[config.mk]
export PLATFORM = sky130hd
export DESIGN_NAME = kbd_ps2_rx
export DESIGN_NICKNAME = d
export VERILOG_FILES = /design/src/rtl/kbd_ps2_rx.sv
export SDC_FILE = /design/constraint.sdc
export NUM_CORES = 1
export LEC_CHECK = 0
export BUFFER_PORTS_ARGS = -buffer_cell sky130_fd_sc_hd__clkbuf_2
export CELL_PAD_IN_SITES_DETAIL_PLACEMENT = 1
export CELL_PAD_IN_SITES_GLOBAL_PLACEMENT = 2
export CORE_UTILIZATION = 40
export CTS_BUF_LIST = sky130_fd_sc_hd__clkbuf_2 sky130_fd_sc_hd__clkbuf_4 sky130_fd_sc_hd__clkbuf_8
export DETAILED_ROUTE_END_ITERATION = 7
export HOLD_SLACK_MARGIN = 0.05
export MAX_ROUTING_LAYER = met4
export PLACE_DENSITY_LB_ADDON = 0.1
export SETUP_SLACK_MARGIN = 0.3
export SLEW_MARGIN = 10
export SYNTH_ARGS = -nofsm -noshare
export SYNTH_HDL_FRONTEND = slang
export SYNTH_SLANG_ARGS = --single-unit
[constraint.sdc]
create_clock -name clk -period 2.9 [get_ports clk]
set_input_delay 0.145 -clock clk [delete_from_list [all_inputs] [get_ports clk]]
set_output_delay 0.145 -clock clk [all_outputs]
set_load 0.01 [all_outputs]
[src/rtl/kbd_ps2_rx.sv]
// PS/2 keyboard receiver: synchronises the pins, deserialises 11-bit frames
// and buffers valid scan codes in a small FIFO read by the MMIO mux.
module kbd_ps2_rx #(
   parameter int KB_W        = 8,
   parameter int FIFO_DEPTH  = 8,
   parameter int TIMEOUT_CYC = 4096
) (
   input  logic            clk,
   input  logic            rst,
   input  logic            ps2_clk,
   input  logic            ps2_data,
   input  logic            sig_rd_kb,
   output logic [KB_W-1:0] kb_rdata,
   output logic            kb_ready,
   output logic            kb_overflow,
   output logic            kb_frame_err
);

   localparam int PW = $clog2(FIFO_DEPTH);
   localparam int CW = $clog2(FIFO_DEPTH + 1);
   localparam int TW = $clog2(TIMEOUT_CYC);
   localparam logic [TW-1:0] TO_MAX = TW'(TIMEOUT_CYC - 1);
   localparam logic [CW-1:0] FULL_CNT = CW'(FIFO_DEPTH);

   typedef enum logic {S_IDLE, S_RECV} state_t;

   state_t          r_state;
   logic [2:0]      r_clk_sync;
   logic [1:0]      r_dat_sync;
   logic [3:0]      r_bit_cnt;
   logic [KB_W:0]   r_shift;
   logic [TW-1:0]   r_to_cnt;
   logic            r_push;
   logic [KB_W-1:0] r_push_data;
   logic            r_frame_err;

   logic [KB_W-1:0] r_mem [FIFO_DEPTH];
   logic [PW-1:0]   r_rd_ptr;
   logic [PW-1:0]   r_wr_ptr;
   logic [CW-1:0]   r_count;
   logic            r_overflow;

   logic w_fe;
   logic w_bit;
   logic w_full;
   logic w_pop;
   logic w_push;

   // Stage 2 is the settled level; stage 3 is its one-cycle-old copy for edge detect.
   assign w_fe  = r_clk_sync[2] & ~r_clk_sync[1];
   assign w_bit = r_dat_sync[1];

   always_ff @(posedge clk or posedge rst) begin
      if (rst) begin
         r_clk_sync <= 3'b111;
         r_dat_sync <= 2'b11;
      end else begin
         r_clk_sync <= {r_clk_sync[1:0], ps2_clk};
         r_dat_sync <= {r_dat_sync[0], ps2_data};
      end
   end

   // NOTE: sequential state uses non-blocking assignments only, so every
   // register here samples the pre-edge values of its neighbours.
   always_ff @(posedge clk or posedge rst) begin
      if (rst) begin
         r_state     <= S_IDLE;
         r_bit_cnt   <= '0;
         r_shift     <= '0;
         r_to_cnt    <= '0;
         r_push      <= 1'b0;
         r_push_data <= '0;
         r_frame_err <= 1'b0;
      end else begin
         r_push      <= 1'b0;
         r_frame_err <= 1'b0;
         case (r_state)
            S_IDLE: begin
               r_to_cnt <= '0;
               if (w_fe && !w_bit) begin
                  r_state   <= S_RECV;
                  r_bit_cnt <= 4'd1;
               end
            end
            S_RECV: begin
               if (w_fe) begin
                  r_to_cnt <= '0;
                  if (r_bit_cnt == 4'd10) begin
                     r_state   <= S_IDLE;
                     r_bit_cnt <= '0;
                     // Odd parity: data plus parity must hold an odd number of ones.
                     if ((^r_shift) && w_bit) begin
                        r_push      <= 1'b1;
                        r_push_data <= r_shift[KB_W-1:0];
                     end else begin
                        r_frame_err <= 1'b1;
                     end
                  end else begin
                     r_shift   <= {w_bit, r_shift[KB_W:1]};
                     r_bit_cnt <= r_bit_cnt + 4'd1;
                  end
               end else if (r_to_cnt == TO_MAX) begin
                  r_state     <= S_IDLE;
                  r_bit_cnt   <= '0;
                  r_to_cnt    <= '0;
                  r_frame_err <= 1'b1;
               end else begin
                  r_to_cnt <= r_to_cnt + TW'(1);
               end
            end
            default: r_state <= S_IDLE;
         endcase
      end
   end

   assign w_full = (r_count == FULL_CNT);
   assign w_pop  = sig_rd_kb & (r_count != '0);
   assign w_push = r_push & (~w_full | w_pop);

   // NOTE: the storage array has no reset; an empty FIFO masks its contents,
   // so clearing it would only cost reset fan-out.
   always_ff @(posedge clk) begin
      if (w_push) r_mem[r_wr_ptr] <= r_push_data;
   end

   always_ff @(posedge clk or posedge rst) begin
      if (rst) begin
         r_rd_ptr   <= '0;
         r_wr_ptr   <= '0;
         r_count    <= '0;
         r_overflow <= 1'b0;
      end else begin
         if (w_pop)  r_rd_ptr <= r_rd_ptr + PW'(1);
         if (w_push) r_wr_ptr <= r_wr_ptr + PW'(1);
         r_count <= r_count + CW'(w_push) - CW'(w_pop);
         if (r_push && w_full && !w_pop) r_overflow <= 1'b1;
      end
   end

   assign kb_ready     = (r_count != '0);
   assign kb_rdata     = kb_ready ? r_mem[r_rd_ptr] : '0;
   assign kb_overflow  = r_overflow;
   assign kb_frame_err = r_frame_err;

endmodule

# Word level (Yosys, flattened, before mapping)
# Memory sizes are Yosys's and may differ from the RTL's.
# Cells that the tools add are included.
# totals
input_bits,5
ram_bits,64
mem_bits_ro,0
ff_bits,52
latchBits,0
wordCells,69
out_inout_bits,11
mem_count,1
# op_classes
shifts,0
mux,25
reduce_logical,11
n_bitwise,8
order_cmp,0
n_addsub,6
n_mul,0
n_eq_ne,5
n_div,0
# mem_list
memory,depth,width,rd,rd_clocked_by_memory_dff,wr,line_no,text
r_mem,8,8,1,0,1,37,logic [KB_W-1:0] r_mem [FIFO_DEPTH];
# op_table
cell,n
$mux 12,2
$pmux 12 s2,1
$mux 4,4
$mux 1,15
$add 12x1->12 const B,1
$eq 12x12->1 const B,1
$reduce_xor 9->1,1
$eq 4x4->1 const B,2
$mux 8,1
$pmux 4 s2,1
$add 3x1->3 const B,2
$add 4x1->4,1
$add 4x1->4 const B,1
$logic_and 1x1->1,4
$not 1->1,4
$reduce_and 4->1,1
$reduce_bool 4->1,1
$sub 4x1->4,1
$and 1x1->1,3
$ne 3x1->1 const B,1
$reduce_and 3->1,1
$logic_not 1->1,2
$ne 2x2->1 const B,1
$pmux 1 s2,1
2 further kinds,2

# Logic depth before layout (Yosys ltp)
# Gate-level depths: netlist of the first run.
# logic_depth
depth_word,6
ltp_mapped,11
ltp_nobuf,10

# Least setup slack after synthesis of the first run
# Ideal clock, no wire load.
# synth_timing
path_kind,reg-to-reg
from,reg r_count[2]
to,"mem r_mem[1][0], enable pin"
t_arrival_ns,1.859
setup_ns,0.383
t_required_ns,2.517
path_buffers,0
path_stages_with_launch,7
setup_slack_ns,0.658
synth_period_minus_slack_ns,2.242
path_cell_list,dfrtp_1 -> inv_1 -> ha_1 -> nand2b_1 -> a31o_2 -> or2_2 -> nor3_1
# synth_via
elab_chain_len,6
word_cells_on_any_way,8
classes_between,eq/ne (1); mux (2); bitwise (4); reduce/logical (1)
# synth_rtl
element,line_no,text
start: declaration,40,logic [CW-1:0] r_count;
start signal: assignment,135,r_count <= r_count + CW'(w_push) - CW'(w_pop);
$reduce_bool 4->1 / $eq 4x4->1 (equally long branches),"117, 116",
$and 1x1->1 / $not 1->1 (equally long branches),"117, 118",
$or 1x1->1 (*),118,assign w_push = r_push & (~w_full | w_pop);
$and 1x1->1 (*),118,
$mux 1 (*),123,if (w_push) r_mem[r_wr_ptr] <= r_push_data;
$mux 1 (not written as such) (*),123,
end: declaration,37,
# Every way passes the cells marked *; elsewhere a longest branch is shown, timed or not.

# Worst setup path after layout of the first run
# layout_timing
from,reg r_rd_ptr[1]
to,out kb_rdata[1]
# layout_via
elab_chain_len,2
# layout_rtl
element,line_no,text
start: declaration,38,logic [PW-1:0] r_rd_ptr;
start signal: assignment,133,if (w_pop) r_rd_ptr <= r_rd_ptr + PW'(1);
$mem_v2 8x8,--,
$mux 8,141,assign kb_rdata = kb_ready ? r_mem[r_rd_ptr] : '0;
end: declaration,13,"output logic [KB_W-1:0] kb_rdata,"
# No other way between the ends.

==> summary.txt, run 1 <==
Outcome
  • Status: complete, but fails checks
  • Failing checks: design-rule violations

CTS
  • Post-CTS Setup Inserts: 0
  • CTS tree: done
  • CTS H-tree lvls: 4
  • Clk pin slew, worst setup/hold paths: 0.07 ns
  • Post_cts resized: 0
  • CTS buffer count: 17
  • Num Clock Sinks: 116
  • Worst-Skew Late Latency: 0.42 ns
  • CTS Root Buffer Type: clkbuf_8
  • Maximum root-to-sink buffer count: 2

GRT
  • Gr ovfl total: 0
  • Initial antenna violation count: 0
  • First-pass GRT wire length: between 10,000 and 15,000 um
  • Total track usage: 16.4%
  • Maximum number of pins on one net before global-route repair: 33
  • Number of global-route vias before repair: 2,714

Place
  • Post-placement cell area: 0.00514 mm2
  • Hpwl dp: 6040 um
  • PortBufs: 15
  • Routability Congestion: 0.703

STA
  • Max Slew Vio Count: 0
  • RSZ-0062 raised after global routing: false
  • Hold Fails Final Rpt: 0
  • Max_slew headroom: 40.2%
  • # setup viols final: 0
  • Final TNS setup: 0 ns
  • Period utilization: 80.6%
  • Clock skew: 0.00718 ns
  • Minimum clock period: 2.34 ns
  • Fmax: 0.428 GHz
  • Hold Slack: 0.353 ns
  • Worst-Margin Slew: ~0.90 ns

Route
  • Total Wirelength: 8950 um
  • Routed via count: around 2,600
  • Via density: 5.15
  • Residual DRC: 1
  • Wirelength per Cell: 18.0 um
  • Initial drt markers: 91
  • DRT met1 WL: 4430 um
  • Post-DRT Antenna Nets: 0
  • Drt pass-1 iters: 6
  • Max layer used: met4
  • Wire length on met2: a little over 4000 um
  • Metal3 WL: 227 um

Layout
  • Diode count: 0
  • Fin area: around 0.0056 mm2
  • Final Core Density: just under 50%
  • Multi-input logic area: 0.00156 mm2
  • Share of cells above drive strength 1: 28.2%
  • Area delta synth->final: 16.0%
  • Fill cells: 1,154
  • FF+latch area: 0.00323 mm2
  • Commonest non-fill, non-tap cell in the layout: edfxtp_1
  • Most frequent cells in the layout: 64 x edfxtp_1, 47 x dfrtp_1, 29 x nor2_1, 19 x mux2_2, 17 x clkbuf_8
  • Net count, final: between 300 and 400

Floorplan
  • Die width: 112 um
  • Num ports: 16
  • Total core area: roughly 0.012 mm2
  • Die H: roughly 110 um
  • Die area: approximately 0.013 mm2
  • Initial Util: 41.9%
  • Std-Cell Rows: 39

Logic synthesis
  • Synth Area per Inst: 16.0 um2
  • Ys Warns: 0
  • Synth area leader: edfxtp_1
  • Synth Register Bits: between 100 and 150
  • Ys async rst share: 44.8%
  • Top cells by area, synth: edfxtp_1 40%, dfrtp_1 24%, mux4_2 7.4%
  • Part of the Yosys area used for sequential elements: 66.4%
  • Cell area after synthesis: between 0.004 and 0.005 mm2
  • Synth cell types: 40
  • Post-synth top flop: edfxtp_1
  • Syn_nets: 319
  • Post-synth EDFFs: 64
  • Mapped Cells: a little over 300
  • Synth top area share: 39.5%

Worst setup path
  • Critical Path Fanout Max: 18
  • CP top delay family: flip-flops
  • Crit start category: register
  • CP max stage delay: 0.93 ns
  • Worst EP arrival: ~2.2 ns
  • Crit-path slowest cell: dfrtp_1
  • Worst setup path start: r_rd_ptr[1]
  • Worst Path Required: 2.76 ns
  • Bufs and invs on worst path: 1
  • RR Startpoint: r_count[2]
  • Crit-path cells: mux4_2 -> mux2i_1 -> nor2_1 -> clkbuf_2
  • Crit path kind: reg2out
  • Element type at the critical path end: output port

Power and ir drop
  • Sequential share of power: 40.9%
  • Peak VDD IR: 0.000634 V
  • Total Power: around 5.1 mW
  • Leakage power: around 2.3 nW
  • Clock power share: 33.3%
  • Sw frac: 28.2%
  • Combinational share of power: 25.7%
  • Power Density: 900 mW/mm2
  • Sw Pwr: 1.43 mW
  • Internal Power: 3.65 mW

Hold path
  • HP Class: in2reg
  • Worst hold path startpoint: ps2_clk

Run
  • Max-cap viol count: 0
==> synth_stat cells, types with 4 or more instances <==
| cell type | n |
|---|---|
| nand2_1 | 10 |
| nand3_1 | 8 |
| inv_1 | 11 |
| ha_1 | 10 |
| nor2_1 | 29 |
| xor2_1 | 13 |
| mux2_2 | 19 |
| nand4_1 | 5 |
| mux2i_1 | 10 |
| o21ai_0 | 4 |
| nand2b_1 | 5 |
| mux4_2 | 16 |
| dfstp_2 | 5 |
| and4_1 | 4 |
| dfrtp_1 | 47 |
| xnor2_1 | 6 |
| edfxtp_1 | 64 |
==> stage by stage <==
stage	std cells	worst slack, ns
final	497	0.563
after global routing	497	0.419
after CTS	497	0.499
after detailed placement	461	0.572
after global placement	461	0.644
after floorplan	303	0.658
==> flip-flops by register name (all words and copies together), names as in the netlist <==
name / cells
r_mem: 64
r_to_cnt: 12
r_shift: 9
r_push_data: 8
r_bit_cnt: 4
r_count: 4
r_clk_sync: 3
r_rd_ptr: 3
r_wr_ptr: 3
r_dat_sync: 2
kb_frame_err: 1
kb_overflow: 1
r_push: 1
r_state: 1
==> kinds of logic after synthesis <==
logic type | share of synthesized area, %
fa+ha+maj | 2.99
simple gates | 7.64
mux | 14.3
buf+inv | 1.54
flops | 66.4
compound gates | 2.19
xor+xnor | 4.86
==> worst paths after layout <==
kind                                  to  slack, ns  depth (start not counted)
min                        r_clk_sync[0]       0.35                          2
max reg2reg                  r_mem[5][2]       0.60                          6
min in group asynchronous    r_to_cnt[1]       0.37                          3
min reg2reg                r_clk_sync[1]       0.36                          0
max                          kb_rdata[1]       0.56                          4
max in group asynchronous  r_dat_sync[1]       1.81                          4
==> cell type report <==
| cell class | count | share of cell area [%] |
|---|---|---|
| sequential | 116 | 57.3 |
| clock inverter | 13 | 3.68 |
| timing repair buffer | 27 | 3.11 |
| inverter | 11 | 0.732 |
| multi-input combinational | 168 | 27.6 |
| clock buffer | 19 | 4.42 |
| tap | 143 | 3.17 |
==> power groups by stage <==
stage	combinational (mW)	clock, mW	sequential (mW)
after floorplan	1.10	0	2.00
after global placement	1.30	0	2.11
after detailed placement	1.33	0	2.12
after CTS	1.34	1.74	2.09
after global routing	1.43	1.82	2.11
final	1.31	1.69	2.08
==> layer usage <==
| layer | GRT usage (%) | up-vias |
|---|---|---|
| met5 | - | - |
| met4 | 6.76 | 0 |
| met3 | 5.24 | 13 |
| met2 | 23.9 | 31 |
| met1 | 21.5 | 1322 |
| li1 | - | 1195 |
==> timing repair <==
action,CTS,global route
hold buffers,4,0
endpoints found under the hold margin,30,0
endpoints found under the setup margin,0,0
No activity file was read; power rests on OpenSTA's default activity.
==> run 2, diff against run 1 <==
Settings changed: ABC_AREA set to 1.
Clock period 2.9 ns to 2.3 ns, I/O delays scaled along.
==> summary.txt, run 2 <==
Worst setup path
  • CP max stage delay: 0.39 ns
  • Worst EP arrival: 2.27 ns
  • Crit path kind: reg2reg
  • Crit start category: register
  • Element type at the critical path end: register
  • Critical Path Fanout Max: 4
  • Worst Path Required: 2.61 ns
  • Crit-path slowest cell: dfrtp_1
  • Bufs and invs on worst path: 3
  • Crit-path cells: inv_1 -> ha_2 -> nand2_2 -> nand2_4 -> buf_4 -> buf_4 -> nand2_2 -> nand2_1 -> ha_2 -> fa_2 -> xor2_1
  • CP top delay family: adder cells

Logic synthesis
  • Ys async rst share: 44.8%
  • Synth top cells by count: 92 x nand2_1, 91 x nor2_1, 64 x edfxtp_1, 47 x dfrtp_1, 37 x o21ai_0
  • Post-synth top flop: edfxtp_1
  • Post-synth EDFFs: 64
  • Synth Area per Inst: 10.5 um2
  • Cell area after synthesis: 0.00501 mm2
  • Ys Warns: 0
  • Syn_nets: just under 500
  • Synth top area share: 38.4%
  • Synth cell types: 33
  • Synth Register Bits: 116
  • Synth area leader: edfxtp_1
  • Part of the Yosys area used for sequential elements: 64.5%
  • Mapped Cells: 475
  • Top cells by area, synth: edfxtp_1 38%, dfrtp_1 23%, nand2_1 6.9%
  • Most numerous cell in the Yosys netlist: nand2_1

Floorplan
  • Die area: ~0.013 mm2
  • Num ports: 16
  • Die H: 114 um
  • Std-Cell Rows: 40
  • Initial Util: 41.3%
  • Die width: 114 um
  • Total core area: 0.0121 mm2

GRT
  • Maximum number of pins on one net before global-route repair: 53
  • Total track usage: 19.3%
  • Initial antenna violation count: 0
  • First-pass GRT wire length: 18,200 um
  • Number of global-route vias before repair: 3,586
  • Gr ovfl total: 0

Place
  • Dpl cells: 660
  • Hpwl dp: 7130 um
  • PortBufs: 15
  • Routability Congestion: approximately 0.70

Power and ir drop
  • Power Density: 1210 mW/mm2
  • Leakage power: 2.67 nW
  • Peak VDD IR: 0.000433 V

Route
  • Drt pass-1 iters: 6
  • Via density: 4.87
  • Post-DRT Antenna Nets: 0
  • Total Wirelength: roughly 11,000 um
  • Routed via count: between 3,000 and 4,000
  • Initial drt markers: 151
  • Wirelength per Cell: about 16 um
  • Residual DRC: 0

CTS
  • CTS H-tree lvls: 4
  • Clk pin slew, worst setup/hold paths: 0.07 ns
  • CTS tree: done
  • CTS Root Buffer Type: clkbuf_8
  • Maximum root-to-sink buffer count: 2
  • Num Clock Sinks: approximately 120
  • CTS buffer count: 17
  • Worst-Skew Late Latency: about 0.43 ns

STA
  • Final TNS setup: 0 ns
  • Max_slew headroom: 55.0%
  • Period utilization: a little over four fifths
  • Minimum clock period: slightly below 2 ns
  • RSZ-0062 raised after global routing: true
  • Hold Fails Final Rpt: 0
  • Clock skew: between 0.01 and 0.015 ns
  • Fmax: 0.512 GHz
  • Worst-Margin Slew: 0.675 ns
  • Max Slew Vio Count: 0
  • # setup viols final: 0

Layout
  • Max reg flops: 64
  • Largest regs: r_mem: 64 flops, r_to_cnt: 12 flops, r_shift: 9 flops
  • Cell Count, Final, Fillers Out: 703
  • Most frequent cells in the layout: 91 x nor2_1, 89 x nand2_1, 64 x edfxtp_1, 46 x dfrtp_1
  • Commonest non-fill, non-tap cell in the layout: nor2_1
  • Area delta synth->final: 22.4%
  • Reg with most FFs: r_mem
  • Share of cells above drive strength 1: 20.6%
  • Net count, final: ~540
  • Fill cells: 1,337
  • Diode count: 0

Outcome
  • Status: finished clean

Run
  • Max-cap viol count: 0

Hold path
  • HP Class: in2reg
==> run 2: changes by cell type after synthesis, sizes merged, moves of 11 or more <==
cell   previous run  this run
mux2i            11         0
o21ai             4        38
inv              11        36
mux2             19         0
o32ai             0        16
mux4             16         0
nor2             29        98
nand2            10        96
==> run 2: metrics by stage <==
step	worst slack [ns]	area (um2)	util (%)	total power, mW	hold WS [ns]
after CTS	0.302	5960	49.2	7.27	0.280
after floorplan	0.295	5010	-	4.07	0.119
after global placement	0.217	5360	44.3	4.67	0.204
after detailed placement	0.169	5360	44.3	4.76	0.205
after global routing	0.246	6130	50.6	7.95	0.289
final	0.346	6130	50.6	7.43	0.321
==> run 2: metal layers <==
layer  up-vias  share of wire [%]  GRT usage [%]
met5         -                  0              -
met4         0                1.5           8.05
li1       1698                  -              -
met2        36                 49           31.1
met3        16                2.1           4.14
met1      1671                 48           23.6
==> run 2: report_power, final <==
part	leakage (nW)	switching, mW	internal (mW)
clock	0.252	0.793	1.57
sequential	1.32	0.240	2.36
combinational	1.09	1.46	1.01
==> run 2: cells by family (layout without fill, tap and decap cells) <==
| logic type | count (synthesis) | count (layout) | synth area share, % |
|---|---|---|---|
| simple gates | 222 | 222 | 18.5 |
| flops | 116 | 116 | 64.5 |
| compound gates | 63 | 63 | 7.77 |
| buf+inv | 50 | 110 | 4.00 |
| xor+xnor | 13 | 13 | 2.27 |
| fa+ha+maj | 11 | 11 | 2.90 |
==> run 2: final cells by class <==
cell class / instances / area, um2 / share of cell area, %
Clock buffer: 21 / 270 / 4.41
Clock inverter: 11 / 231 / 3.78
Inverter: 36 / 140 / 2.29
Multi-Input combinational cell: 309 / 1690 / 27.5
Sequential cell: 116 / 3230 / 52.7
Tap cell: 168 / 210 / 3.43
Timing Repair Buffer: 42 / 358 / 5.84
==> run 2: repair_timing <==
| action | 4_1_cts | 5_1_grt |
|---|---|---|
| hold endpoints to repair | 52 | 0 |
| gates cloned | 1 | 1 |
| setup buffers | 0 | 5 |
| pin swaps | 0 | 6 |
| hold buffers | 4 | 0 |
| endpoints found under the setup margin | 7 | 14 |
| gates resized for setup | 8 | 28 |
==> run 2: path summary, 6_finish.rpt <==
| path | end | startpoint | cells past startpoint | slack (ns) |
|---|---|---|---|---|
| setup / recovery | r_count[2] | r_count[3] | 11 | 0.35 |
| hold / removal | r_clk_sync[0] | ps2_clk | 2 | 0.32 |
| setup reg to reg | r_count[2] | r_count[3] | 11 | 0.35 |
| hold reg to reg | r_dat_sync[1] | r_dat_sync[0] | 0 | 0.35 |
| max in group asynchronous | r_rd_ptr[0] | rst | 4 | 1.39 |
| min in group asynchronous | r_shift[5] | rst | 4 | 0.42 |
==> run 2: worst reg2reg max path, stage by stage, from the launching register on <==
cell and delay (ns):
dfrtp_1 0.39, inv_1 0.06, ha_2 0.18, nand2_2 0.08
nand2_4 0.06, buf_4 0.13, buf_4 0.12, nand2_2 0.05
nand2_1 0.05, ha_2 0.19, fa_2 0.36, xor2_1 0.15
==> run 3, diff against run 2 <==
Clock period 2.3 ns to 2 ns, I/O delays scaled along.
==> summary.txt, run 3 (synthesized netlist as in run 2, its figures left out) <==
Power and ir drop
  • Power Density: 1300 mW/mm2
  • Leakage power: around 2.8 nW
  • Total Power: 8.43 mW
  • Peak VDD IR: 0.000548 V

Route
  • Post-DRT Antenna Nets: 0
  • Initial drt markers: 157
  • Drt pass-1 iters: 4
  • Via density: 4.98
  • Total Wirelength: 12,100 um
  • Residual DRC: 0
  • Wirelength per Cell: 16.8 um
  • Routed via count: 3,582

Hold path
  • Worst hold path startpoint: sig_rd_kb
  • Hold path endpoint: r_rd_ptr[0]
  • HP Class: in2reg
  • Hold path cells: 4

Layout
  • Largest regs: r_mem: 64 flops, r_to_cnt: 12 flops, r_shift: 9 flops
  • Diode count: 0
  • Final Core Density: 53.4%
  • Max reg flops: 64
  • Area delta synth->final: 29.2%
  • Share of cells above drive strength 1: around 30%
  • Commonest non-fill, non-tap cell in the layout: nand2_1
  • Net count, final: about 550
  • Most frequent cells in the layout: 81 x nand2_1, 75 x nor2_1, 64 x edfxtp_1, 46 x dfrtp_1, 30 x inv_1
  • Reg with most FFs: r_mem

CTS
  • Maximum root-to-sink buffer count: 2
  • Num Clock Sinks: 116
  • Worst-Skew Late Latency: 0.44 ns
  • CTS Root Buffer Type: clkbuf_8
  • CTS buffer count: 17
  • CTS H-tree lvls: 4
  • Clk pin slew, worst setup/hold paths: 0.06 ns
  • CTS tree: done

STA
  • Max_slew headroom: 67.0%
  • Max Slew Vio Count: 0
  • Period utilization: 98.2%
  • Worst-Margin Slew: 0.494 ns
  • Fmax: around 0.51 GHz
  • Clock skew: 0.0107 ns
  • Minimum clock period: between 1.5 and 2 ns
  • # setup viols final: 0
  • Final TNS setup: 0 ns
  • RSZ-0062 raised after global routing: true
  • Worst setup margin: between 0.03 and 0.04 ns
  • Hold Fails Final Rpt: 0

Place
  • Routability Congestion: a little over 0.7
  • PortBufs: 15
  • Pre-CTS setup slack: 0.0473 ns
  • Hpwl dp: about 7600 um

Floorplan
  • Initial Util: 41.3%
  • Die width: 114 um
  • Total core area: 0.0121 mm2
  • Num ports: 16
  • Die H: 114 um
  • Std-Cell Rows: 40
  • Die area: between 0.01 and 0.015 mm2

Worst setup path
  • Worst R2R Setup Slack: 0.11 ns
  • Crit start category: register
  • Worst Path Required: 1.90 ns
  • RR Startpoint: r_count[2]
  • Path depth of the worst reg2reg path: 11
  • Worst reg2reg path endpoint: r_count[2]
  • Worst EP arrival: 1.86 ns
  • Crit path kind: reg2out
  • Element type at the critical path end: output port
  • Critical Path Fanout Max: 6

GRT
  • First-pass GRT wire length: about 20,000 um
  • Initial antenna violation count: 0
  • Number of global-route vias before repair: 3,791
  • Maximum number of pins on one net before global-route repair: 35
  • Total track usage: 21.1%
  • Gr ovfl total: 0

Outcome
  • Status: finished clean

Run
  • Max-cap viol count: 0
==> run 3: cell types whose count changed in the layout (fill, tap and decap cells not counted), sizes merged <==
cell,change
buf,+23
clkbuf,-8
bufinv,-5
clkinv,+6
dlygate4sd3,-1
inv,+1
==> run 3: worst max path at each step <==
stage / start / to / slack [ns]
floorplan: r_count[1] / r_count[2] / 0.22
global placement: r_count[2] / r_count[2] / 0.14
global route: r_rd_ptr[0] / kb_rdata[5] / -0.1
detailed placement: r_count[2] / r_count[2] / 0.05
CTS: r_rd_ptr[0] / kb_rdata[6] / -0.01
finish: r_rd_ptr[0] / kb_rdata[4] / 0.04
==> run 3: where the power goes <==
group / total (mW) / switching [mW] / internal [mW]
sequential: 2.97 / 0.256 / 2.71
clock: 2.01 / 0.911 / 1.10
combinational: 3.44 / 1.94 / 1.50
total: 8.43 / 3.11 / 5.32
==> run 3: critical path, stage by stage (launching register included) <==
cell and delay [ns]:
dfrtp_2 0.44, inv_4 0.11, buf_12 0.12, buf_12 0.12
nor2_1 0.05, o32ai_2 0.20, nor2_1 0.07, nor2_1 0.16
buf_2 0.16
==> run 3: per-stage QoR <==
stage	hold slack, ns	cell area (um2)	cells
4_1_cts	0.0837	6180	711
6_report	0.105	6470	719
3_3_place_gp	0.133	5470	662
3_5_place_dp	0.144	5470	662
2_1_floorplan	0.104	5070	475
5_1_grt	0.102	6470	719
==> run 3: timing repair <==
item                                   4_1_cts  5_1_grt
endpoints found under the hold margin       21        0
setup endpoints to repair                   88      106
buffers inserted                            13        6
hold buffers                                 3        0
gates cloned                                 1        2
pin swaps                                   10       15
resized for setup                           40       55
==> run 3: per-layer routing <==
layer | vias to the layer above | wire length [um] | GRT usage [%]
met1 | 1780 | 5190 | 23.8
li1 | 1740 | - | -
met2 | 43 | 6320 | 36.5
met5 | - | 0 | -
met3 | 19 | 341 | 4.68
met4 | 0 | 229 | 8.57
==> run 3: final cells by class <==
| cell class | count | area (um2) |
|---|---|---|
| Fill cell | 1348 | 5640 |
| Tap cell | 168 | 210 |
| Timing Repair Buffer | 58 | 596 |
| Clock inverter | 13 | 116 |
| Multi-Input combinational cell | 309 | 1930 |
| Clock buffer | 19 | 249 |
| Sequential cell | 116 | 3230 |
| Inverter | 36 | 138 |
